===== src/rtl/booth_mult_seq.sv =====
// Sequential radix-2 Booth multiplier: one add/sub+shift step per RUN cycle, registered result.
// Optional BOOTH_UNSIGNED_MODE_EN adds a tc input selecting signed (tc=1) or unsigned (tc=0) operation.
module booth_mult_seq #(
  parameter int WA = 8,
  parameter int WB = 4
) (
  input  logic               clk,
  input  logic               rst,
  input  logic               start,
`ifdef BOOTH_UNSIGNED_MODE_EN
  input  logic               tc,
`endif
  input  logic [WA-1:0]      multiplicand,
  input  logic [WB-1:0]      multiplier,
  output logic               busy,
  output logic               done,
  output logic [WA+WB-1:0]   product
);

`ifdef BOOTH_UNSIGNED_MODE_EN
  localparam int EXT = 1;
`else
  localparam int EXT = 0;
`endif
  // Unsigned mode zero-extends both operands by one bit, so the datapath grows by EXT.
  localparam int AW = WA + 1 + EXT;
  localparam int QW = WB + EXT;
  localparam int CW = $clog2(WB + 2);

  typedef enum logic [1:0] {
    IDLE = 2'b00,
    RUN  = 2'b01,
    DONE = 2'b10
  } state_t;

  state_t              state_r, state_nx;
  logic [AW-1:0]       a_r, a_nx;
  logic [AW-1:0]       acc_r, acc_nx;
  logic [QW-1:0]       q_r, q_nx;
  logic                qm1_r, qm1_nx;
  logic [CW-1:0]       cnt_r, cnt_nx;
  logic [CW-1:0]       last_s;
  logic [AW-1:0]       sum_s;
  logic                busy_r, busy_nx;
  logic                done_r, done_nx;
  logic [WA+WB-1:0]    product_r, product_nx;
`ifdef BOOTH_UNSIGNED_MODE_EN
  logic                tc_r, tc_nx;
`endif

  assign busy    = busy_r;
  assign done    = done_r;
  assign product = product_r;

  // State and datapath registers; reset clears everything at once.
  always_ff @(posedge clk or negedge rst) begin
    if (!rst) begin
      state_r   <= IDLE;
      a_r       <= {AW{1'b0}};
      acc_r     <= {AW{1'b0}};
      q_r       <= {QW{1'b0}};
      qm1_r     <= 1'b0;
      cnt_r     <= {CW{1'b0}};
      busy_r    <= 1'b0;
      done_r    <= 1'b0;
      product_r <= {(WA+WB){1'b0}};
`ifdef BOOTH_UNSIGNED_MODE_EN
      tc_r      <= 1'b0;
`endif
    end else begin
      state_r   <= state_nx;
      a_r       <= a_nx;
      acc_r     <= acc_nx;
      q_r       <= q_nx;
      qm1_r     <= qm1_nx;
      cnt_r     <= cnt_nx;
      busy_r    <= busy_nx;
      done_r    <= done_nx;
      product_r <= product_nx;
`ifdef BOOTH_UNSIGNED_MODE_EN
      tc_r      <= tc_nx;
`endif
    end
  end

  // Booth step selection, next-state logic and registered-output next values.
  always_comb begin
    state_nx   = state_r;
    a_nx       = a_r;
    acc_nx     = acc_r;
    q_nx       = q_r;
    qm1_nx     = qm1_r;
    cnt_nx     = cnt_r;
    busy_nx    = busy_r;
    done_nx    = 1'b0;
    product_nx = product_r;
`ifdef BOOTH_UNSIGNED_MODE_EN
    tc_nx      = tc_r;
    last_s     = tc_r ? CW'(WB - 1) : CW'(WB);
`else
    last_s     = CW'(WB - 1);
`endif

    case ({q_r[0], qm1_r})
      2'b01:   sum_s = acc_r + a_r;
      2'b10:   sum_s = acc_r - a_r;
      default: sum_s = acc_r;
    endcase

    case (state_r)
      IDLE: begin
        if (start) begin
`ifdef BOOTH_UNSIGNED_MODE_EN
          a_nx  = {{2{tc & multiplicand[WA-1]}}, multiplicand};
          q_nx  = {tc & multiplier[WB-1], multiplier};
          tc_nx = tc;
`else
          a_nx  = {multiplicand[WA-1], multiplicand};
          q_nx  = multiplier;
`endif
          acc_nx   = {AW{1'b0}};
          qm1_nx   = 1'b0;
          cnt_nx   = {CW{1'b0}};
          busy_nx  = 1'b1;
          state_nx = RUN;
        end else begin
          state_nx = IDLE;
        end
      end
      RUN: begin
        acc_nx = {sum_s[AW-1], sum_s[AW-1:1]};
        q_nx   = {sum_s[0], q_r[QW-1:1]};
        qm1_nx = q_r[0];
        cnt_nx = cnt_r + CW'(1);
        if (cnt_r == last_s) begin
          state_nx = DONE;
          done_nx  = 1'b1;
          // A signed run stops one shift short, leaving the spare Q bit below the product.
`ifdef BOOTH_UNSIGNED_MODE_EN
          if (tc_r) begin
            product_nx = {acc_nx[WA-1:0], q_nx[QW-1:1]};
          end else begin
            product_nx = {acc_nx[WA-2:0], q_nx};
          end
`else
          product_nx = {acc_nx[WA-1:0], q_nx};
`endif
        end else begin
          state_nx = RUN;
        end
      end
      DONE: begin
        busy_nx  = 1'b0;
        state_nx = IDLE;
      end
      default: begin
        busy_nx  = 1'b0;
        state_nx = IDLE;
      end
    endcase
  end

endmodule

===== config.mk =====
export PLATFORM = sky130hd
export DESIGN_NAME = booth_mult_seq
export DESIGN_NICKNAME = d
export VERILOG_FILES = /design/src/rtl/booth_mult_seq.sv
export SDC_FILE = /design/constraint.sdc
export NUM_CORES = 1
export LEC_CHECK = 0
export BUFFER_PORTS_ARGS = -buffer_cell sky130_fd_sc_hd__buf_2
export CAP_MARGIN = 30
export CORE_ASPECT_RATIO = 0.9
export CORE_MARGIN = 1
export CORE_UTILIZATION = 40
export DETAILED_ROUTE_END_ITERATION = 16
export MAX_ROUTING_LAYER = met4
export PLACE_DENSITY = 0.62
export SLEW_MARGIN = 10
export SYNTH_ARGS = -nofsm -noshare
export SYNTH_HDL_FRONTEND = slang
export SYNTH_SLANG_ARGS = --single-unit

===== constraint.sdc =====
create_clock -name clk -period 2.8 [get_ports clk]
set_input_delay 0.28 -clock clk [delete_from_list [all_inputs] [get_ports clk]]
set_output_delay 0.28 -clock clk [all_outputs]
set_load 0.02 [all_outputs]

==> reports/summary.txt, run 1 <==
Hold Fails Final Rpt: 0
Synth top area cells: dfrtp_1 46%, ha_1 7.0%, mux2_2 6.3%
Top-area cell type share of the netlist area: 45.8%
Flop-to-flop setup slack: 0.20 ns
Initial antenna violation count: 0
Post-CTS Repair Setup Buffers: 0
Library cells used by synthesis: 37
Share of cells above drive strength 1: 23.7%
Worst slew pin tran: 0.697 ns
Setup Crit Path Kind: reg2reg
Largest net degree at the start of global routing: 40
DP HPWL: 3.04 mm
Final min period: 2.60 ns
Max-slew violations: 0
Crit path from: qm1_r
FF+latch count, synth: 39
Drt initial violations: 73
Global-route wire length before repair: 7.08 mm
Worst setup EP type: flip-flop
Drt drc: 0
Worst Hold Class: in2reg
Area delta synth->final: 16.3%
Post-synthesis cell area: 2130 µm²
Antenna Nets Post-Route: 0
Wire per inst: 13.5 µm
Total wire length: 4.14 mm
Max Freq: 384 MHz
Mapped Nets: 238
TNS Setup: 0 ns
Die footprint: 5620 µm²
Clock Sinks: 39
Nets: 268
TritonRoute pass-1 iters: 4
Reg2reg end: product[11]
Max-cap violation count: 0
GRT overflow: 0
Port buffer count: 28
CP Max Fanout: 8
Endpoints failing setup: 0
Worst endpoint required time: 2.96 ns
CTS buffer count: 5
Slew margin rel.: 53.4%
Status: finished clean
Final worst setup slack: 0.199 ns
RSZ-0062 raised after global routing: false
Gp weighted congestion: 0.816
Worst setup SP type: flip-flop
Worst Setup EP: product[11]
H-tree depth: 2
Ys flop type: dfrtp_1
CTS tree: done
Setup WS pre-CTS: 0.202 ns
Num rows: 24
Syn. warnings: 0
CP arrival: 2.76 ns
Worst skew pair latency: 0.30 ns
Cells after Synth: 210
Skew final: 0.00480 ns
Die Span Y: 71.2 µm
Clk buf depth: 2
EDFF count, synth: 0
Die Wd: 78.9 µm
Reg-to-Reg Start: qm1_r
Core Region: 4980 µm²
Vias per std cell: 5.10
Async S/R FF share, synth: 100%
Via count: 1561
Syn_area_per_cell: 10.1 µm²
Fin crit share: 92.9%
Vias in the first global route: 1505
Area leader, netlist: dfrtp_1
Clock slew at reported path FFs: 0.08 ns
N_diodes: 0
CTS root buffer: clkbuf_8
FF-to-FF path depth: 10
Sequential share of the synthesized area: 45.8%
Initial Util: 42.7%
# IOs: 29
Tot GR Track Use: 17.1%
==> how the worst min path moves through the flow <==
stage          cells after the start       startpoint  slack (ns)           to
6_report                           3  multiplicand[0]        0.18       a_r[0]
3_5_place_dp                       1              rst        0.45   product[8]
4_1_cts                            1              rst        0.13   product[3]
2_1_floorplan                      0              rst       -0.02       a_r[0]
3_3_place_gp                       1              rst        0.45  product[10]
5_1_grt                            2  multiplicand[7]        0.20       a_r[7]
==> cells in the final DEF (no fill, tap or decap), drive strengths merged <==
master and n:
dfrtp 39, buf 30, nand2 26, o21ai 25, nor2 13, mux2 12
ha 12, inv 12, a21oi 11, xnor2 9, mux2i 8, clkbuf 6
xor2 5, nand2b 4, nand3 3, nor2b 3, o22ai 3, nor3 2
a31oi 2, a22o 2, o21a 2, nor3b 2, and2 1, o2111ai 1
nor4 1, o211ai 1, a2111o 1, a211oi 1, a2bb2oi 1, fa 1
bufinv 1, dlygate4sd3 1
==> cells by family after synthesis <==
| logic type | share of synthesized area (%) |
|---|---|
| compound gates | 14.0 |
| xor+xnor | 5.75 |
| fa+ha+maj | 7.99 |
| buf+inv | 3.52 |
| flops | 45.8 |
| mux | 10.3 |
| simple gates | 12.7 |
==> cells in the mapped netlist (5+ instances only) <==
library cell and count:
a21oi_1 10, clkbuf_1 5, dfrtp_1 39, ha_1 12
inv_1 11, mux2_2 12, mux2i_1 7, nand2_1 26
nor2_1 12, o21ai_0 24, xnor2_1 9, xor2_1 5
==> registers in the layout, summed over array words and instances, names as in the netlist <==
name,cells
qm1_r,1
q_r,4
a_r,8
busy,1
cnt_r,3
state_r,1
product,12
done,1
acc_r,8
==> area by class of cell <==
class	count	area [µm²]
Clock buffer	6	82.6
Clock inverter	2	38.8
Fill cell	480	2510
Inverter	11	41.3
Multi-Input combinational cell	152	1080
Sequential cell	39	976
Tap cell	65	81.3
Timing Repair Buffer	31	178
==> metal layers <==
| layer | part of all wire, % | vias to the layer above | track usage, % | wire [µm] |
|---|---|---|---|---|
| li1 | - | 783 | - | - |
| met5 | 0 | - | - | 0 |
| met1 | 51 | 739 | 22.8 | 2100 |
| met3 | 3.9 | 7 | 4.20 | 163 |
| met4 | 1.5 | 0 | 7.27 | 63 |
| met2 | 44 | 32 | 24.7 | 1820 |
==> stage by stage <==
step,hold WS (ns),cell area (µm²),util [%],instances
after floorplan,-0.0156,2130,-,210
after global placement,0.449,2330,46.7,296
after detailed placement,0.449,2330,46.7,296
after CTS,0.127,2450,49.1,304
after global routing,0.201,2480,49.7,306
final,0.184,2480,49.7,306
==> critical path, stage by stage (launching register included) <==
cell and delay [ns]:
dfrtp_1 0.38, inv_1 0.05, ha_1 0.31, mux2_2 0.40, fa_1 0.42, nand2b_1 0.18
a21oi_2 0.16, o22ai_2 0.11, mux2i_2 0.24, xnor2_1 0.14, o21ai_1 0.07
==> what timing repair did <==
action | 4_1_cts | 5_1_grt
hold buffers | 0 | 1
endpoints found under the hold margin | 0 | 5
endpoints found under the setup margin | 0 | 0
resized for setup | 0 | 0
Power of run 1 is left out: the tool's default activity adds up to more than one toggle a clock period on the data nets, which glitch-free logic cannot reach.
==> run 2, diff against run 1 <==
Settings changed: REMOVE_ABC_BUFFERS set to 1, SKIP_CTS_REPAIR_TIMING set to 1.
==> reports/summary.txt, run 2 (same netlist as run 1, synthesis figures left out) <==
CTS root buffer: clkbuf_8 (unchanged)
TNS Setup: 0 ns (unchanged)
Commonest non-fill, non-tap cell in the layout: dfrtp_1 (unchanged)
Num rows: 24 (unchanged)
Share of cells above drive strength 1: 24.5% (was 23.7%)
Die Span Y: 71.2 µm (unchanged)
Port buffer count: 28 (unchanged)
CP Max Fanout: 4 (was 8)
Worst setup EP type: flip-flop (unchanged)
Skew final: 0.00517 ns (was 0.00480 ns)
FF-to-FF path depth: 11 (was 10)
Largest net degree at the start of global routing: 40 (unchanged)
Clk buf depth: 2 (unchanged)
Multi-input logic area: 1090 µm² (was 1080 µm²)
Clock Sinks: 39 (unchanged)
Max-cap violation count: 0 (unchanged)
Area delta synth->final: 16.1% (was 16.3%)
Reg2reg end: product[11] (unchanged)
Nets: 268 (unchanged)
Reg-to-Reg Start: a_r[0] (was qm1_r)
Setup Crit Path Kind: reg2reg (unchanged)
Worst skew pair latency: 0.29 ns (was 0.30 ns)
Worst setup SP type: flip-flop (unchanged)
Gp weighted congestion: 0.913 (was 0.816)
Worst Hold Class: in2reg (unchanged)
Slowest library cell on the worst path: dfrtp_1 (was fa_1)
Max FFs per register: 12 (unchanged)
Most frequent cells in the layout: 39 x dfrtp_1, 28 x buf_2, 26 x nand2_1, 24 x o21ai_0 (unchanged)
Status: finished clean (unchanged)
HP Start: multiplicand[1] (was multiplicand[0])
Worst endpoint required time: 2.95 ns (was 2.96 ns)
CP arrival: 2.77 ns (was 2.76 ns)
Hold Fails Final Rpt: 0 (unchanged)
Worst slew pin tran: 0.687 ns (was 0.697 ns)
N_diodes: 0 (unchanged)
CTS buffer count: 5 (unchanged)
Vias per std cell: 5.08 (was 5.10)
Drt initial violations: 63 (was 73)
GRT overflow: 0 (unchanged)
Final worst setup slack: 0.187 ns (was 0.199 ns)
Setup WS pre-CTS: 0.150 ns (was 0.202 ns)
Endpoints failing setup: 0 (unchanged)
Total wire length: 4.01 mm (was 4.14 mm)
Max Freq: 383 MHz (was 384 MHz)
Wire per inst: 13.1 µm (was 13.5 µm)
Final min period: 2.61 ns (was 2.60 ns)
Slowest cell delay on critical path: 0.43 ns (was 0.42 ns)
Fin crit share: 93.3% (was 92.9%)
CTS tree: done (unchanged)
RSZ-0062 raised after global routing: false (unchanged)
Hold path depth: 3 (unchanged)
Critical path cell sequence: inv_1 > ha_1 > nor3b_4 > a21oi_1 > xnor2_1 > ha_1 > a2111o_1 > o22ai_2 > mux2i_2 > xnor2_1 > o21ai_1 (was inv_1 > ha_1 > mux2_2 > fa_1 > nand2b_1 > a21oi_2 > o22ai_2 > mux2i_2 > xnor2_1 > o21ai_1)
Via count: 1553 (was 1561)
Die Wd: 78.9 µm (unchanged)
DP HPWL: 2.90 mm (was 3.04 mm)
Fillers: 504 (was 480)
Seq. cell area: 976 µm² (unchanged)
Core Region: 4980 µm² (unchanged)
Clock slew at reported path FFs: 0.08 ns (about the same)
# IOs: 29 (unchanged)
Slew margin rel.: 54.1% (was 53.4%)
Cell family with most CP delay: compound AO/OA/AOI/OAI gates (was adder cells)
Drt drc: 0 (unchanged)
TritonRoute pass-1 iters: 6 (was 4)
Global-route wire length before repair: 6.96 mm (was 7.08 mm)
Tot GR Track Use: 16.5% (was 17.1%)
H-tree depth: 2 (unchanged)
Antenna Nets Post-Route: 0 (unchanged)
Flop-to-flop setup slack: 0.19 ns (was 0.20 ns)
Initial Util: 42.7% (unchanged)
Worst Hold Path EP: a_r[1] (was a_r[0])
Buf/Inv on CP: 1 (unchanged)
Die footprint: 5620 µm² (unchanged)
Vias in the first global route: 1497 (was 1505)
Initial antenna violation count: 0 (unchanged)
Max-slew violations: 0 (unchanged)
-- run 2: changes by cell type in the layout (fill, tap and decap cells not counted), sizes merged --
cell / previous run / this run
inv: 12 / 11
clkinv: 0 / 2
clkbuf: 6 / 5
-- run 2: how the worst max path moves through the flow --
| stage | slack (ns) | cells after the start | endpoint | from |
|---|---|---|---|---|
| floorplan | 0.35 | 10 | product[11] | qm1_r |
| global placement | 0.20 | 10 | product[11] | qm1_r |
| detailed placement | 0.15 | 10 | product[11] | qm1_r |
| CTS | 0.13 | 10 | product[11] | qm1_r |
| global route | 0.02 | 11 | acc_r[7] | a_r[0] |
| finish | 0.19 | 11 | product[11] | a_r[0] |
-- run 2: worst min-delay path: stages --
cell and delay, ns:
buf_2 0.07, nand2_1 0.03, o21ai_0 0.05
-- run 2: routing by layer --
metal | vias to the layer above | track usage, % | routed length (µm)
li1 | 780 | - | -
met5 | - | - | 0
met1 | 742 | 22.5 | 2010
met4 | 0 | 4.85 | 45
met2 | 23 | 24.6 | 1810
met3 | 8 | 4.08 | 144
-- run 2: layout make-up --
class	instances	area share [%]
Clock buffer	5	2.78
Clock inverter	3	1.77
Inverter	11	1.67
Multi-Input combinational cell	152	43.9
Sequential cell	39	39.4
Tap cell	65	3.29
Timing Repair Buffer	31	7.18
-- run 2: stage by stage --
stage	cells	area, µm²	hold slack [ns]	util (%)
detailed placement	296	2330	0.447	46.7
floorplan	202	2100	-0.0156	-
global placement	296	2330	0.447	46.7
CTS	304	2440	0.122	48.9
finish	306	2470	0.184	49.6
global route	306	2470	0.200	49.6
Power of run 2 is left out for the same reason.
==> run 3, diff against run 2 <==
Settings changed: CELL_PAD_IN_SITES_DETAIL_PLACEMENT set to 0, CELL_PAD_IN_SITES_GLOBAL_PLACEMENT set to 1, PLACE_DENSITY 0.62 to 0.75.
==> reports/summary.txt, run 3 (same netlist as run 1, synthesis figures left out) <==
Worst skew pair latency: 0.29 ns (about the same)
Drt initial violations: 73 (was 63)
HP Start: multiplicand[0] (was multiplicand[1])
Fin crit share: 93.4% (was 93.3%)
CP Max Fanout: 8 (was 4)
Max FFs per register: 12 (unchanged)
Max-slew violations: 0 (unchanged)
Die Wd: 78.9 µm (unchanged)
Gp weighted congestion: 0.829 (was 0.913)
Worst slew pin tran: 0.692 ns (was 0.687 ns)
Clock Sinks: 39 (unchanged)
Wire per inst: 13.1 µm (about the same)
CTS buffer count: 5 (unchanged)
Grt peak-use layer: met2 (unchanged)
Worst setup EP type: flip-flop (unchanged)
DP HPWL: 2.96 mm (was 2.90 mm)
N_diodes: 0 (unchanged)
Initial Util: 42.7% (unchanged)
RSZ-0062 raised after global routing: false (unchanged)
Reg-to-Reg Start: qm1_r (was a_r[0])
Worst Hold Class: in2reg (unchanged)
Skew final: 0.00813 ns (was 0.00517 ns)
TritonRoute pass-1 iters: 4 (was 6)
Largest net degree at the start of global routing: 40 (unchanged)
M2 GR Usage: 26.7% (was 24.6%)
Area delta synth->final: 15.6% (was 16.1%)
TNS Setup: 0 ns (unchanged)
Nets: 268 (unchanged)
Max-cap violation count: 0 (unchanged)
Global-route wire length before repair: 7.10 mm (was 6.96 mm)
Clk buf depth: 2 (unchanged)
Share of cells above drive strength 1: 24.1% (was 24.5%)
H-tree depth: 2 (unchanged)
Core Region: 4980 µm² (unchanged)
Final worst setup slack: 0.184 ns (was 0.187 ns)
Tot GR Track Use: 16.8% (was 16.5%)
GR Util met1: 21.8% (was 22.5%)
Commonest non-fill, non-tap cell in the layout: dfrtp_1 (unchanged)
Clock slew at reported path FFs: 0.08 ns (about the same)
Endpoints failing setup: 0 (unchanged)
Vias in the first global route: 1530 (was 1497)
CP arrival: 2.76 ns (was 2.77 ns)
Setup WS pre-CTS: 0.101 ns (was 0.150 ns)
Worst Hold Path EP: a_r[0] (was a_r[1])
Drt drc: 0 (unchanged)
Reg2reg end: product[11] (unchanged)
GRT overflow: 0 (unchanged)
# IOs: 29 (unchanged)
Hold Fails Final Rpt: 0 (unchanged)
Slew margin rel.: 53.8% (was 54.1%)
Total wire length: 4.01 mm (about the same)
Worst endpoint required time: 2.95 ns (about the same)
FF-to-FF path depth: 10 (was 11)
Num rows: 24 (unchanged)
Most frequent cells in the layout: 39 x dfrtp_1, 28 x buf_2, 26 x nand2_1, 24 x o21ai_0 (unchanged)
Die Span Y: 71.2 µm (unchanged)
Setup Crit Path Kind: reg2reg (unchanged)
Via count: 1543 (was 1553)
Vias per std cell: 5.04 (was 5.08)
Initial antenna violation count: 0 (unchanged)
GR met3 Demand/Resource: 3.82% (was 4.08%)
CTS tree: done (unchanged)
Flop-to-flop setup slack: 0.18 ns (was 0.19 ns)
Final hold slack: 0.197 ns (was 0.184 ns)
Hold path depth: 3 (unchanged)
Antenna Nets Post-Route: 0 (unchanged)
Status: finished clean (unchanged)
Final min period: 2.62 ns (was 2.61 ns)
Worst setup SP type: flip-flop (unchanged)
CTS root buffer: clkbuf_8 (unchanged)
Max Freq: 382 MHz (was 383 MHz)
Port buffer count: 28 (unchanged)
Die footprint: 5620 µm² (unchanged)
[run 3: cell count changes in the layout (fill, tap and decap cells not counted), sizes merged]
| cell | before | now |
|---|---|---|
| clkinv | 2 | 0 |
| clkinvlp | 0 | 1 |
| clkbuf | 5 | 7 |
| bufinv | 1 | 0 |
[run 3: through the flow]
step / instances / cell area [µm²] / util (%)
floorplan: 202 / 2100 / -
global placement: 296 / 2330 / 46.7
detailed placement: 296 / 2330 / 46.7
CTS: 304 / 2430 / 48.7
finish: 306 / 2460 / 49.4
global route: 306 / 2460 / 49.4
[run 3: layer usage]
layer | vias up | part of all wire [%]
met5 | - | 0
met4 | 0 | 0.85
met3 | 4 | 3.3
met2 | 24 | 47
met1 | 734 | 49
li1 | 781 | -
[run 3: worst max path at each step]
stage,from,to,slack [ns],cells after the start
3_3_place_gp,qm1_r,product[11],0.19,10
2_1_floorplan,qm1_r,product[11],0.35,10
3_5_place_dp,qm1_r,product[11],0.10,10
6_report,qm1_r,product[11],0.18,10
4_1_cts,qm1_r,product[11],0.09,10
5_1_grt,a_r[0],product[10],0.01,12
[run 3: final cells by class]
| class | instances | area [µm²] |
|---|---|---|
| Clock inverter | 1 | 7.51 |
| Clock buffer | 7 | 96.3 |
| Fill cell | 513 | 2520 |
| Multi-Input combinational cell | 152 | 1080 |
| Sequential cell | 39 | 976 |
| Tap cell | 65 | 81.3 |
| Inverter | 11 | 41.3 |
| Timing Repair Buffer | 31 | 178 |
[run 3: worst max-delay path: stages (launching register included)]
cell and delay [ns]:
dfrtp_1 0.38, inv_1 0.06, ha_2 0.26, mux2_2 0.38, fa_1 0.42, nand2b_1 0.19
a21oi_2 0.18, o22ai_2 0.11, mux2i_2 0.27, xnor2_1 0.16, o21ai_1 0.07
Power of run 3 is left out for the same reason.
